[src/rtl/sram_ctrl_pkg.sv]
// Shared types and helpers for the single-port SRAM controller.
package sram_ctrl_pkg;

    typedef enum logic {
        StInit,
        StIdle
    } ctrl_state_e;

    function automatic int unsigned lane_width(input int unsigned data_w,
                                               input int unsigned mask_w);
        return data_w / mask_w;
    endfunction

endpackage

[src/rtl/sram_rw_grant.sv]
// Write-priority grant between one writer and one reader, with a starvation counter that
// forces a read grant after STARVE_LIMIT consecutive losses.
module sram_rw_grant
    import sram_ctrl_pkg::*;
#(
    parameter int unsigned STARVE_LIMIT = 3
) (
    input  logic clock,
    input  logic reset_n,
    input  logic arb_en,
    input  logic w_valid,
    input  logic r_valid,
    output logic grant_w,
    output logic grant_r
);

    localparam int unsigned CntW = $clog2(STARVE_LIMIT + 1);
    localparam logic [CntW-1:0] Limit = CntW'(STARVE_LIMIT);

    logic [CntW-1:0] starve_cnt_q, starve_cnt_d;

    always_comb begin
        grant_r      = arb_en & r_valid & (~w_valid | (starve_cnt_q == Limit));
        grant_w      = arb_en & w_valid & ~grant_r;
        starve_cnt_d = starve_cnt_q;
        // Only a lost arbitration counts; no arbitration happens while arb_en is low.
        if (!r_valid || grant_r) begin
            starve_cnt_d = '0;
        end else if (arb_en && (starve_cnt_q != Limit)) begin
            starve_cnt_d = starve_cnt_q + 1'b1;
        end
    end

    always_ff @(posedge clock or negedge reset_n) begin
        if (!reset_n) begin
            starve_cnt_q <= '0;
        end else begin
            starve_cnt_q <= starve_cnt_d;
        end
    end

endmodule

[src/rtl/sram_rw_arbiter.sv]
// Single-port RW SRAM controller: post-reset zero fill, write/read arbitration and a
// 1-cycle read response path that holds the last read value.
module sram_rw_arbiter
    import sram_ctrl_pkg::*;
#(
    parameter int unsigned ADDR_W        = 2,
    parameter int unsigned DATA_W        = 392,
    parameter int unsigned MASK_W        = 4,
    parameter int unsigned STARVE_LIMIT  = 3,
    parameter bit          INIT_ON_RESET = 1'b1
) (
    input  logic              clock,
    input  logic              reset_n,
    input  logic              w_valid,
    output logic              w_ready,
    input  logic [ADDR_W-1:0] w_addr,
    input  logic [MASK_W-1:0] w_mask,
    input  logic [DATA_W-1:0] w_data,
    input  logic              r_valid,
    output logic              r_ready,
    input  logic [ADDR_W-1:0] r_addr,
    output logic              resp_valid,
    output logic [DATA_W-1:0] resp_data,
    output logic              init_done,
    output logic              sram_en,
    output logic              sram_wmode,
    output logic [ADDR_W-1:0] sram_addr,
    output logic [MASK_W-1:0] sram_wmask,
    output logic [DATA_W-1:0] sram_wdata,
    input  logic [DATA_W-1:0] sram_rdata
);

    ctrl_state_e       state_q;
    logic [ADDR_W-1:0] init_cnt_q;
    logic              rd_pend_q;
    logic [DATA_W-1:0] hold_q;

    logic init_drive;
    logic arb_en;
    logic grant_w;
    logic grant_r;

    // Gated by reset_n so the macro port stays quiet while reset is held.
    assign init_drive = (state_q == StInit) && reset_n;
    assign arb_en     = (state_q == StIdle) && reset_n;

    sram_rw_grant #(
        .STARVE_LIMIT (STARVE_LIMIT)
    ) u_grant (
        .clock   (clock),
        .reset_n (reset_n),
        .arb_en  (arb_en),
        .w_valid (w_valid),
        .r_valid (r_valid),
        .grant_w (grant_w),
        .grant_r (grant_r)
    );

    always_ff @(posedge clock or negedge reset_n) begin
        if (!reset_n) begin
            state_q    <= INIT_ON_RESET ? StInit : StIdle;
            init_cnt_q <= '0;
            rd_pend_q  <= 1'b0;
            hold_q     <= '0;
        end else begin
            rd_pend_q <= grant_r;
            if (rd_pend_q) begin
                hold_q <= sram_rdata;
            end
            if (state_q == StInit) begin
                init_cnt_q <= init_cnt_q + 1'b1;
                if (init_cnt_q == '1) begin
                    state_q <= StIdle;
                end
            end
        end
    end

    always_comb begin
        sram_en    = 1'b0;
        sram_wmode = 1'b0;
        sram_addr  = '0;
        sram_wmask = '0;
        sram_wdata = '0;
        if (init_drive) begin
            sram_en    = 1'b1;
            sram_wmode = 1'b1;
            sram_addr  = init_cnt_q;
            sram_wmask = '1;
        end else if (grant_w) begin
            sram_en    = 1'b1;
            sram_wmode = 1'b1;
            sram_addr  = w_addr;
            sram_wmask = w_mask;
            sram_wdata = w_data;
        end else if (grant_r) begin
            sram_en    = 1'b1;
            sram_addr  = r_addr;
        end
    end

    assign w_ready    = grant_w;
    assign r_ready    = grant_r;
    assign init_done  = (state_q == StIdle);
    assign resp_valid = rd_pend_q;
    assign resp_data  = rd_pend_q ? sram_rdata : hold_q;

endmodule
[config.mk]
export PLATFORM = sky130hd
export DESIGN_NAME = sram_rw_arbiter
export DESIGN_NICKNAME = d
export VERILOG_FILES = /design/src/rtl/sram_ctrl_pkg.sv /design/src/rtl/sram_rw_grant.sv /design/src/rtl/sram_rw_arbiter.sv
export SDC_FILE = /design/constraint.sdc
export NUM_CORES = 1
export LEC_CHECK = 0
export CAP_MARGIN = 30
export CELL_PAD_IN_SITES_DETAIL_PLACEMENT = 0
export CELL_PAD_IN_SITES_GLOBAL_PLACEMENT = 1
export CORE_AREA = 4 4 611 613
export DETAILED_ROUTE_END_ITERATION = 8
export DIE_AREA = 0 0 615 617
export DONT_BUFFER_PORTS = 1
export HOLD_SLACK_MARGIN = 0.08
export PLACE_DENSITY = 0.31
export SYNTH_ARGS = -nofsm -noshare
export SYNTH_HDL_FRONTEND = slang
export SYNTH_SLANG_ARGS = --single-unit
[constraint.sdc]
create_clock -name clock -period 1.6 [get_ports clock]
set_input_delay 0 -clock clock [delete_from_list [all_inputs] [get_ports clock]]
set_output_delay 0 -clock clock [all_outputs]
set_load 0.02 [all_outputs]
-- Word-level counts from Yosys, hierarchy flattened
Index checks and enable logic that the tools add are counted.
- bits of input ports: 796
- flip-flop bits (word level): 398
- word-level logic and storage cells: 41
- reductions and logical operators: 6
- equal/unequal tests: 3
- add/subtract/negate cells: 2
- bitwise operators: 8
- mux-type cells: 17
- operators by type and width (operator ; count):
    $mux 392 ; 3
    $mux 2 ; 5
    $mux 4 ; 2
    $mux 1 ; 7
    $add 2x1->2 const B ; 2
    $and 1x1->1 ; 4
    $eq 2x2->1 const B ; 2
    $logic_and 1x1->1 ; 3
    $not 1->1 ; 3
    $ne 2x2->1 const B ; 1
    $reduce_bool 2->1 ; 1
    $logic_not 1->1 ; 1
    $logic_or 1x1->1 ; 1
    $or 1x1->1 ; 1

-- Depth between registers and ports, before layout
Gate-level depths: netlist of run 1.
- depth in word-level cells: 7
- mapped depth: 7
- depth with buffers taken out: 4

-- Hierarchy
Synthesis of run 1 repeated with hierarchy kept, for this count alone.
- cell total of the unflattened synthesis: 1351
- area total of the unflattened synthesis: 17641.9 um2
- modules (own cells, without submodules) (module ; sequential area each (um2) ; area each (um2) ; cells an instance ; times used):
    sram_rw_arbiter ; 9909.5 ; 17508.0 ; 1337 ; 1
    sram_rw_grant ; 50.0 ; 133.9 ; 14 ; 1

-- Worst setup path after synthesis of run 1
Ideal clock, no wire load.
- kind: reg2out
- start: register state_q (netlist: init_done)
- end: output port sram_addr[0]
- data arrival time: 1.771 ns
- buffers on the path: 1
- slack: -0.171 ns
- required time: 1.600 ns
- stages on the path, launching flop included: 5
- path through: dfrtp_1 > buf_4 > nand2_2 > nor3b_1 > a221o_1
- longest elaborated chain between the ends: 7
- elaborated cells between the ends (all ways): 11
- classes of those cells: 3 x mux; 6 x bitwise; 2 x reduce/logical
- ends and longest elaborated chain (item ; line ; RTL):
    start, declared ; sram_rw_arbiter.sv:33 ; ctrl_state_e state_q;
    start signal, assigned ; sram_rw_arbiter.sv:61 ; state_q <= INIT_ON_RESET ? StInit : StIdle;
    start signal, assigned ; sram_rw_arbiter.sv:73 ; state_q <= StIdle;
    $logic_and 1x1->1 (*) ; sram_rw_arbiter.sv:45 ; assign arb_en = (state_q == StIdle) && reset_n;
    $and 1x1->1 (*) (2 in series) ; sram_rw_grant.sv:23 ; grant_r = arb_en & r_valid & (~w_valid | (starve_cnt_q == Limit));
    via r_ready ; sram_rw_arbiter.sv:20 ; output logic r_ready,
    $not 1->1 ; sram_rw_grant.sv:24 ; grant_w = arb_en & w_valid & ~grant_r;
    $and 1x1->1 ; sram_rw_grant.sv:24 ;
    $mux 2 (*) ; sram_rw_arbiter.sv:90 ; end else if (grant_w) begin
    $mux 2 (*) ; sram_rw_arbiter.sv:85 ; if (init_drive) begin
    end, declared ; sram_rw_arbiter.sv:27 ; output logic [ADDR_W-1:0] sram_addr,
Mark *: on every way through the listed nets, which the timed path passes. The rest lies on a longest branch.

-- Worst setup path after layout of run 1
- start: register u_grant.starve_cnt_q[0]
- end: output port sram_wdata[242]
- longest elaborated chain between the ends: 7
- ends and longest elaborated chain (item ; line ; RTL):
    start, declared ; sram_rw_grant.sv:20 ; logic [CntW-1:0] starve_cnt_q, starve_cnt_d;
    start signal, assigned ; sram_rw_grant.sv:38 ; starve_cnt_q <= starve_cnt_d;
    $eq 2x2->1 ; sram_rw_grant.sv:23 ;
    $or 1x1->1 ; sram_rw_grant.sv:23 ;
    $and 1x1->1 ; sram_rw_grant.sv:23 ;
    $not 1->1 ; sram_rw_grant.sv:24 ;
    $and 1x1->1 ; sram_rw_grant.sv:24 ;
    $mux 392 ; sram_rw_arbiter.sv:90 ;
    $mux 392 ; sram_rw_arbiter.sv:85 ;
    end, declared ; sram_rw_arbiter.sv:29 ; output logic [DATA_W-1:0] sram_wdata,
Every way passes these cells.

==> results of run 1 <==
cell usage in the layout (no fill, tap or decap), types with 17 or more instances in the layout:
master | Yosys | layout
dlygate4sd3_1 | 0 | 691
and2_1 | 393 | 98
clkbuf_16 | 0 | 67
dfrtp_1 | 398 | 397
buf_16 | 0 | 17
diode_2 | 0 | 102
buf_4 | 10 | 376
mux2_2 | 393 | 393
and2_2 | 0 | 24
buf_12 | 0 | 386
and2_4 | 0 | 271
area by class of cell:
class / count / area [µm²]
diodes: 102 / 255.2
clock buffers: 79 / 1588
clock inverters: 21 / 360.3
fillers: 41575 / 323500
inverters: 1 / 3.754
multi-input cells: 812 / 7823
flip-flops and latches: 398 / 9963
well taps: 4837 / 6052
repair buffers: 1500 / 18440
logic make-up (layout without fill, tap and decap cells):
logic type | Yosys count | in the layout | share of synthesized area [%]
multiplexers | 393 | 393 | 25.13
AO/OA/AOI/OAI | 11 | 11 | 0.5186
other | 0 | 102 | 0
adder cells (fa/ha/maj) | 2 | 2 | 0.1421
flip-flops | 398 | 398 | 56.55
XOR/XNOR | 1 | 1 | 0.04974
buffers and inverters | 90 | 1601 | 3.254
AND/OR/NAND/NOR | 405 | 405 | 14.36
Yosys cell counts:
| library cell | n | area, µm² |
|---|---|---|
| dfrtp_1 | 398 | 9960 |
| and2_1 | 393 | 2459 |
| mux2_2 | 393 | 4425 |
| buf_2 | 44 | 220.2 |
| clkbuf_1 | 17 | 63.81 |
| buf_6 | 16 | 180.2 |
| buf_4 | 10 | 75.07 |
| a21o_1 | 4 | 30.03 |
| a21boi_0 | 3 | 22.52 |
| a221o_1 | 2 | 20.02 |
| buf_8 | 2 | 30.03 |
| ha_1 | 2 | 25.02 |
| nand2_1 | 2 | 7.510 |
| nor2b_1 | 2 | 12.51 |
| a21bo_2 | 1 | 10.01 |
| inv_1 | 1 | 3.750 |
| nand2_2 | 1 | 6.260 |
| nand3_1 | 1 | 5.000 |
| nand4_1 | 1 | 6.260 |
| nor2_1 | 1 | 3.750 |
| nor2_2 | 1 | 6.260 |
| nor3b_1 | 1 | 7.510 |
| o31a_1 | 1 | 8.760 |
| or2_2 | 1 | 6.260 |
| or3b_2 | 1 | 8.760 |
| xnor2_1 | 1 | 8.760 |
layer usage:
metal | GRT usage [%] | up-vias | share of wire (%) | routed length [µm]
li1 | - | 7392 | - | -
met1 | 10.64 | 8888 | 32 | 71990
met2 | 22.40 | 1156 | 55 | 125600
met3 | 4.754 | 550 | 9.5 | 21770
met4 | 3.227 | 152 | 3.5 | 8044
met5 | 0 | - | 0.44 | 995
repair_timing:
item | in CTS | in global routing
endpoints found under the hold margin | 793 | 421
pin swaps | 31 | 85
resized for setup | 181 | 268
gates cloned | 12 | 13
hold buffers | 690 | 1
endpoints found under the setup margin | 810 | 852
setup buffers | 23 | 8
stage by stage:
step	instances	util, %	area (µm²)
global route	7687	12.04	44330
finish	7750	12.09	44480
detailed placement	6805	9.107	33510
CTS	7630	11.77	43330
floorplan	1300	-	17620
global placement	6805	9.107	33510
power groups by stage:
stage | Combinational (µW) | Clock [µW] | Sequential [µW]
after global placement | 13700 | 0 | 12500
after detailed placement | 13700 | 0 | 12600
after CTS | 15700 | 14500 | 12400
after floorplan | 6000 | 0 | 12400
final | 15700 | 13600 | 12400
after global routing | 16400 | 14700 | 12600
state kept, by name, summed over array words and instances (netlist names):
signal,cells
hold_q,392
init_cnt_q,2
init_done,1
resp_valid,1
u_grant.starve_cnt_q,2
worst register-to-register path, delay by kind of cell (launching register included):
kind                   cells  cell delay (ps)
buffers and inverters      2              480
DFF                        1              530
muxes                      1              420
worst min path at each step:
stage / end / from / slack, ps / depth (start not counted)
after detailed placement: hold_q[101]$_DFF_PN0_ / reset_n / -280 / 0
after global routing: hold_q[101]$_DFF_PN0_ / reset_n / -1140 / 0
after CTS: hold_q[101]$_DFF_PN0_ / reset_n / -1190 / 0
final: hold_q[101]$_DFF_PN0_ / reset_n / -1050 / 0
after global placement: hold_q[101]$_DFF_PN0_ / reset_n / -280 / 0
after floorplan: hold_q[0]$_DFF_PN0_ / reset_n / -300 / 0
==> summary.txt, run 1 <==
Global route
  – Gr usage total: 11.41%
  – Initial antenna violation count: 316
  – Largest net degree at the start of global routing: 405
  – Global-route wire length before repair: 270,800 µm
  – Vias in the first global route: 19.21k
  – Overflow after GRT: 0

Power and ir drop
  – Part of the power in the clock network: about a third
  – PD cells: 936.7 mW/mm²
  – Flop pwr share: 29.7%
  – Total Power: roughly 42,000 µW
  – Total net switching power: 14,190 µW
  – Switching Share: about a third
  – Internal power: ~27,000 µW
  – Maximum vdd drop: 1.085 mV
  – Leakage power: ~0.017 µW
  – Logic pwr share: between 30 and 40%

Setup path
  – Critical-path cell list: ha_4, a21bo_4, nor2_4, buf_12, clkbuf_16, buf_4, clkbuf_16, and2_4, buf_12
  – Worst EP required: 1600 ps
  – Reg2Reg Depth: 3
  – Max incr delay on CP: 420 ps
  – Startpoint class of the critical path: flip-flop
  – CP startpoint: u_grant.starve_cnt_q[0]$_DFFE_PN0P_
  – Top delay family on crit path: buffers and inverters
  – CP Capture Point: sram_wdata[242]
  – Levels on crit path: 9
  – CP Capture Type: primary output
  – Worst-path fanout max: 9
  – CP Data Arrival Time: 2680 ps
  – Worst Path Buf+Inv: 5
  – R2R Setup Slk: 0 ps
  – Reg2reg end: hold_q[166]$_DFF_PN0_
  – RR Startpoint: resp_valid$_DFF_PN0_
  – Slowest-stage cell, CP: dfrtp_1
  – Kind of critical path: flip-flop to primary output

CTS
  – CTS tree: built
  – Clock root buffer master: clkbuf_16
  – Clock sinks: 398
  – Htree depth: 2
  – CTS Buffer Depth: 3
  – Worst skew pair latency: 730 ps
  – Clock buffer count from CTS: 56
  – Reg clk slew, reported paths: 60 ps

Timing
  – Worst-Margin Slew: 902.4 ps
  – Max Slew Vio Count: 0
  – Fmax: 372.7 MHz
  – Setup repair after global routing missed its margin: true
  – Relative slew slack: 39.84%
  – Hold slack: -1054 ps
  – Hold Vio Cnt, Final: 348
  – Setup violators final: 795
  – Clock skew: around 56 ps
  – Fin worst setup slack: -1083 ps
  – Final period util: 167.7%
  – Crit path time final: 2683 ps
  – Setup TNS: -648,220 ps

Drt
  – Drt drc: 0
  – Routed vias/inst: 2.340
  – Vias post-DR: 18.14k
  – 1st-pass router iterations: 4
  – Final ANT Viol Nets: 0
  – DR iter-0 viols: 640
  – Overall routed net length: 228,400 µm
  – WL/cell: 29.47 µm

Placement
  – DP HPWL: 198,700 µm
  – DP Worst Slack: -544.5 ps
  – Port bufs: 0
  – GPL Wtd Cong: 0.8544

Floorplan
  – Total I/O pin count: 1,592
  – Core area: approximately 0.37 mm²
  – Die X: 615 µm
  – Cell Rows: around 220
  – Die Area: roughly 0.38 mm²
  – Initial Util: 4.786%
  – Die Height: 617 µm

Synth
  – Synth cell types: 26
  – Yosys warns: 0
  – FF+latch count, synth: 398
  – Syn Nets: ~2.1k
  – Syn Std Cell Area: around 0.018 mm²
  – Post-synthesis sequential area ratio: 56.55%
  – Gate count after technology mapping: 1,300
  – Syn_area_per_cell: around 14 µm²

Min path
  – Hold crit path type: primary input to async pin

Outcome
  – Status: finished, violations left
  – Failing checks: negative hold slack, negative setup slack

Final layout
  – Final nets: 3,567
  – Layout area overhead: 152.6%
  – Share of cells above drive strength 1: 56.63%

Flow run
  – Maxcap violations: 0
Power figures use the tool's default switching activity.
==> run 2, diff against run 1 <==
--- a/config.mk
+++ b/config.mk
@@ -8,12 +8,12 @@
 export CAP_MARGIN = 30
 export CELL_PAD_IN_SITES_DETAIL_PLACEMENT = 0
 export CELL_PAD_IN_SITES_GLOBAL_PLACEMENT = 1
-export CORE_AREA = 4 4 611 613
+export CORE_AREA = 2 2 627 629
 export DETAILED_ROUTE_END_ITERATION = 8
-export DIE_AREA = 0 0 615 617
+export DIE_AREA = 0 0 629 631
 export DONT_BUFFER_PORTS = 1
 export HOLD_SLACK_MARGIN = 0.08
-export PLACE_DENSITY = 0.31
+export PLACE_DENSITY = 0.3
 export SYNTH_ARGS = -nofsm -noshare
 export SYNTH_HDL_FRONTEND = slang
 export SYNTH_SLANG_ARGS = --single-unit
==> summary.txt, run 2 (same netlist as run 1, synthesis figures left out) <==
CTS
  – Clock root buffer master: clkbuf_16
  – CTS Buffer Depth: 3
  – Worst skew pair latency: 750 ps
  – Clock sinks: 398
  – Clock buffer count from CTS: 57
  – Reg clk slew, reported paths: roughly 60 ps
  – Hold_buf cts: 700
  – CTS tree: built
  – Htree depth: 2

Timing
  – Fin worst setup slack: -1149 ps
  – Max Slew Vio Count: 0
  – Clock skew: 83.23 ps
  – Hold Vio Cnt, Final: 230
  – Worst-Margin Slew: ~1300 ps
  – Setup repair after global routing missed its margin: true
  – Hold slack: -1068 ps
  – Fmax: roughly 360 MHz
  – Crit path time final: 2749 ps
  – Final period util: 171.8%
  – Relative slew slack: 10.66%
  – Setup violators final: about 800

Final layout
  – Max FFs per register: 392
  – Most common cell after layout, fill and taps aside: dlygate4sd3_1
  – Layout area overhead: 155.2%
  – Final nets: 3,599
  – Fin area: 0.04495 mm²
  – Reg with most FFs: hold_q
  – Top flop regs: hold_q: 392 flops, init_cnt_q: 2 flops, u_grant.starve_cnt_q: 2 flops
  – Most frequent cells in the layout: dlygate4sd3_1 (699), buf_4 (409), dfrtp_1 (397), mux2_2 (393), buf_12 (363)
  – Share of cells above drive strength 1: 55.51%
  – Non-Filler Instances: 8,180

Drt
  – Routed vias/inst: 2.228
  – Uppermost layer routed: met5
  – DR iter-0 viols: 590
  – Met1 WL: between 60,000 and 70,000 µm
  – 1st-pass router iterations: 4
  – Vias post-DR: approximately 18k
  – Met3 routed WL: 24,090 µm
  – WL/cell: about 26 µm
  – Overall routed net length: 210,200 µm
  – Drt drc: 0
  – Final ANT Viol Nets: 0
  – WL met2: 110,100 µm

Min path
  – Hold crit path type: primary input to async pin

Floorplan
  – Initial Util: 4.507%
  – Cell Rows: between 200 and 250
  – Die Area: 0.3969 mm²
  – Die Height: 631 µm
  – Core area: roughly 0.39 mm²
  – Die X: 629 µm
  – Total I/O pin count: 1,592

Power and ir drop
  – Leakage power: 0.01737 µW
  – Maximum vdd drop: roughly 0.97 mV
  – Total Power: 41,650 µW
  – PD cells: about 900 mW/mm²

Global route
  – Initial antenna violation count: a little over 300
  – Vias in the first global route: 19.08k
  – Global-route wire length before repair: 251,900 µm
  – Largest net degree at the start of global routing: 405
  – Overflow after GRT: 0
  – Gr usage total: 10.07%

Setup path
  – Slowest-stage cell, CP: dfrtp_1
  – Worst Path Buf+Inv: 5
  – Max incr delay on CP: 390 ps
  – Critical-path cell list: ha_2, a21bo_4, nor2_4, buf_12, buf_16, buf_4, buf_12, and2_1, buf_12
  – CP most frequent cell: buf_12
  – Worst EP required: roughly 1600 ps
  – Worst-path fanout max: 20
  – Kind of critical path: flip-flop to primary output
  – Top delay family on crit path: buffers and inverters
  – Startpoint class of the critical path: flip-flop
  – CP Data Arrival Time: 2750 ps
  – CP Capture Type: primary output

Placement
  – Port bufs: 0
  – Placed cell areas: around 0.034 mm²
  – GPL Wtd Cong: 0.8516
  – DP HPWL: approximately 180,000 µm
  – Dpl cells: 7,229

Outcome
  – Failing checks: negative hold slack, negative setup slack
  – Status: finished, violations left

Flow run
  – Maxcap violations: 0
[run 2: cell types whose count changed in the layout (fill, tap and decap cells not counted), sizes merged]
| cell | change |
|---|---|
| clkinv | +2 |
| dlygate4sd3 | +8 |
| clkinvlp | +1 |
| clkbuf | +5 |
| inv | +1 |
| buf | +20 |
| diode | +10 |
[run 2: final timing paths]
kind                       depth (start not counted)                           startpoint  slack, ps                    end
setup / recovery                                   9  u_grant.starve_cnt_q[0]$_DFFE_PN0P_      -1150        sram_wdata[160]
hold / removal                                     0                              reset_n      -1070  hold_q[107]$_DFF_PN0_
setup reg to reg                                   3                 resp_valid$_DFF_PN0_        -10  hold_q[357]$_DFF_PN0_
hold reg to reg                                    1                hold_q[146]$_DFF_PN0_        500  hold_q[146]$_DFF_PN0_
max in group asynchronous                          2                              reset_n        320  hold_q[214]$_DFF_PN0_
min in group clock                                 2                      sram_rdata[213]         20  hold_q[213]$_DFF_PN0_
[run 2: area by class of cell]
type,instances,area [µm²]
fill,44506,345900
antenna,112,280.3
clock buffer,81,1587
tap,5220,6531
clock inverter,25,379.1
timing repair buffer,1531,18450
inverter,1,3.754
multi-input combinational,812,7756
sequential,398,9963
[run 2: timing repair]
item / in CTS / in global routing
gates resized for setup: 166 / 210
pin swaps: 17 / 86
cloned: 8 / 19
setup endpoints to repair: 817 / 823
endpoints found under the hold margin: 793 / 263
setup buffers: 13 / 6
[run 2: power by group]
group | total [µW] | internal (µW) | switching, µW
Clock | 13700 | 7930 | 5810
Combinational | 15600 | 7580 | 7970
Sequential | 12400 | 11900 | 444
Total | 41700 | 27400 | 14200
[run 2: metal layers]
| metal | vias to the layer above | global-route usage [%] |
|---|---|---|
| met5 | - | 0 |
| met4 | 150 | 3.444 |
| met3 | 539 | 5.443 |
| met2 | 1128 | 18.74 |
| met1 | 8921 | 9.233 |
| li1 | 7490 | - |
[run 2: through the flow]
step           worst slack [ps]  utilization [%]  TNS [ps]
6_report                  -1149            11.50   -682490
3_3_place_gp             -685.7            8.736   -206170
2_1_floorplan             47.46                -         0
5_1_grt                   -1271            11.47   -783590
4_1_cts                   -1351            11.23   -827640
3_5_place_dp             -625.5            8.736   -185810
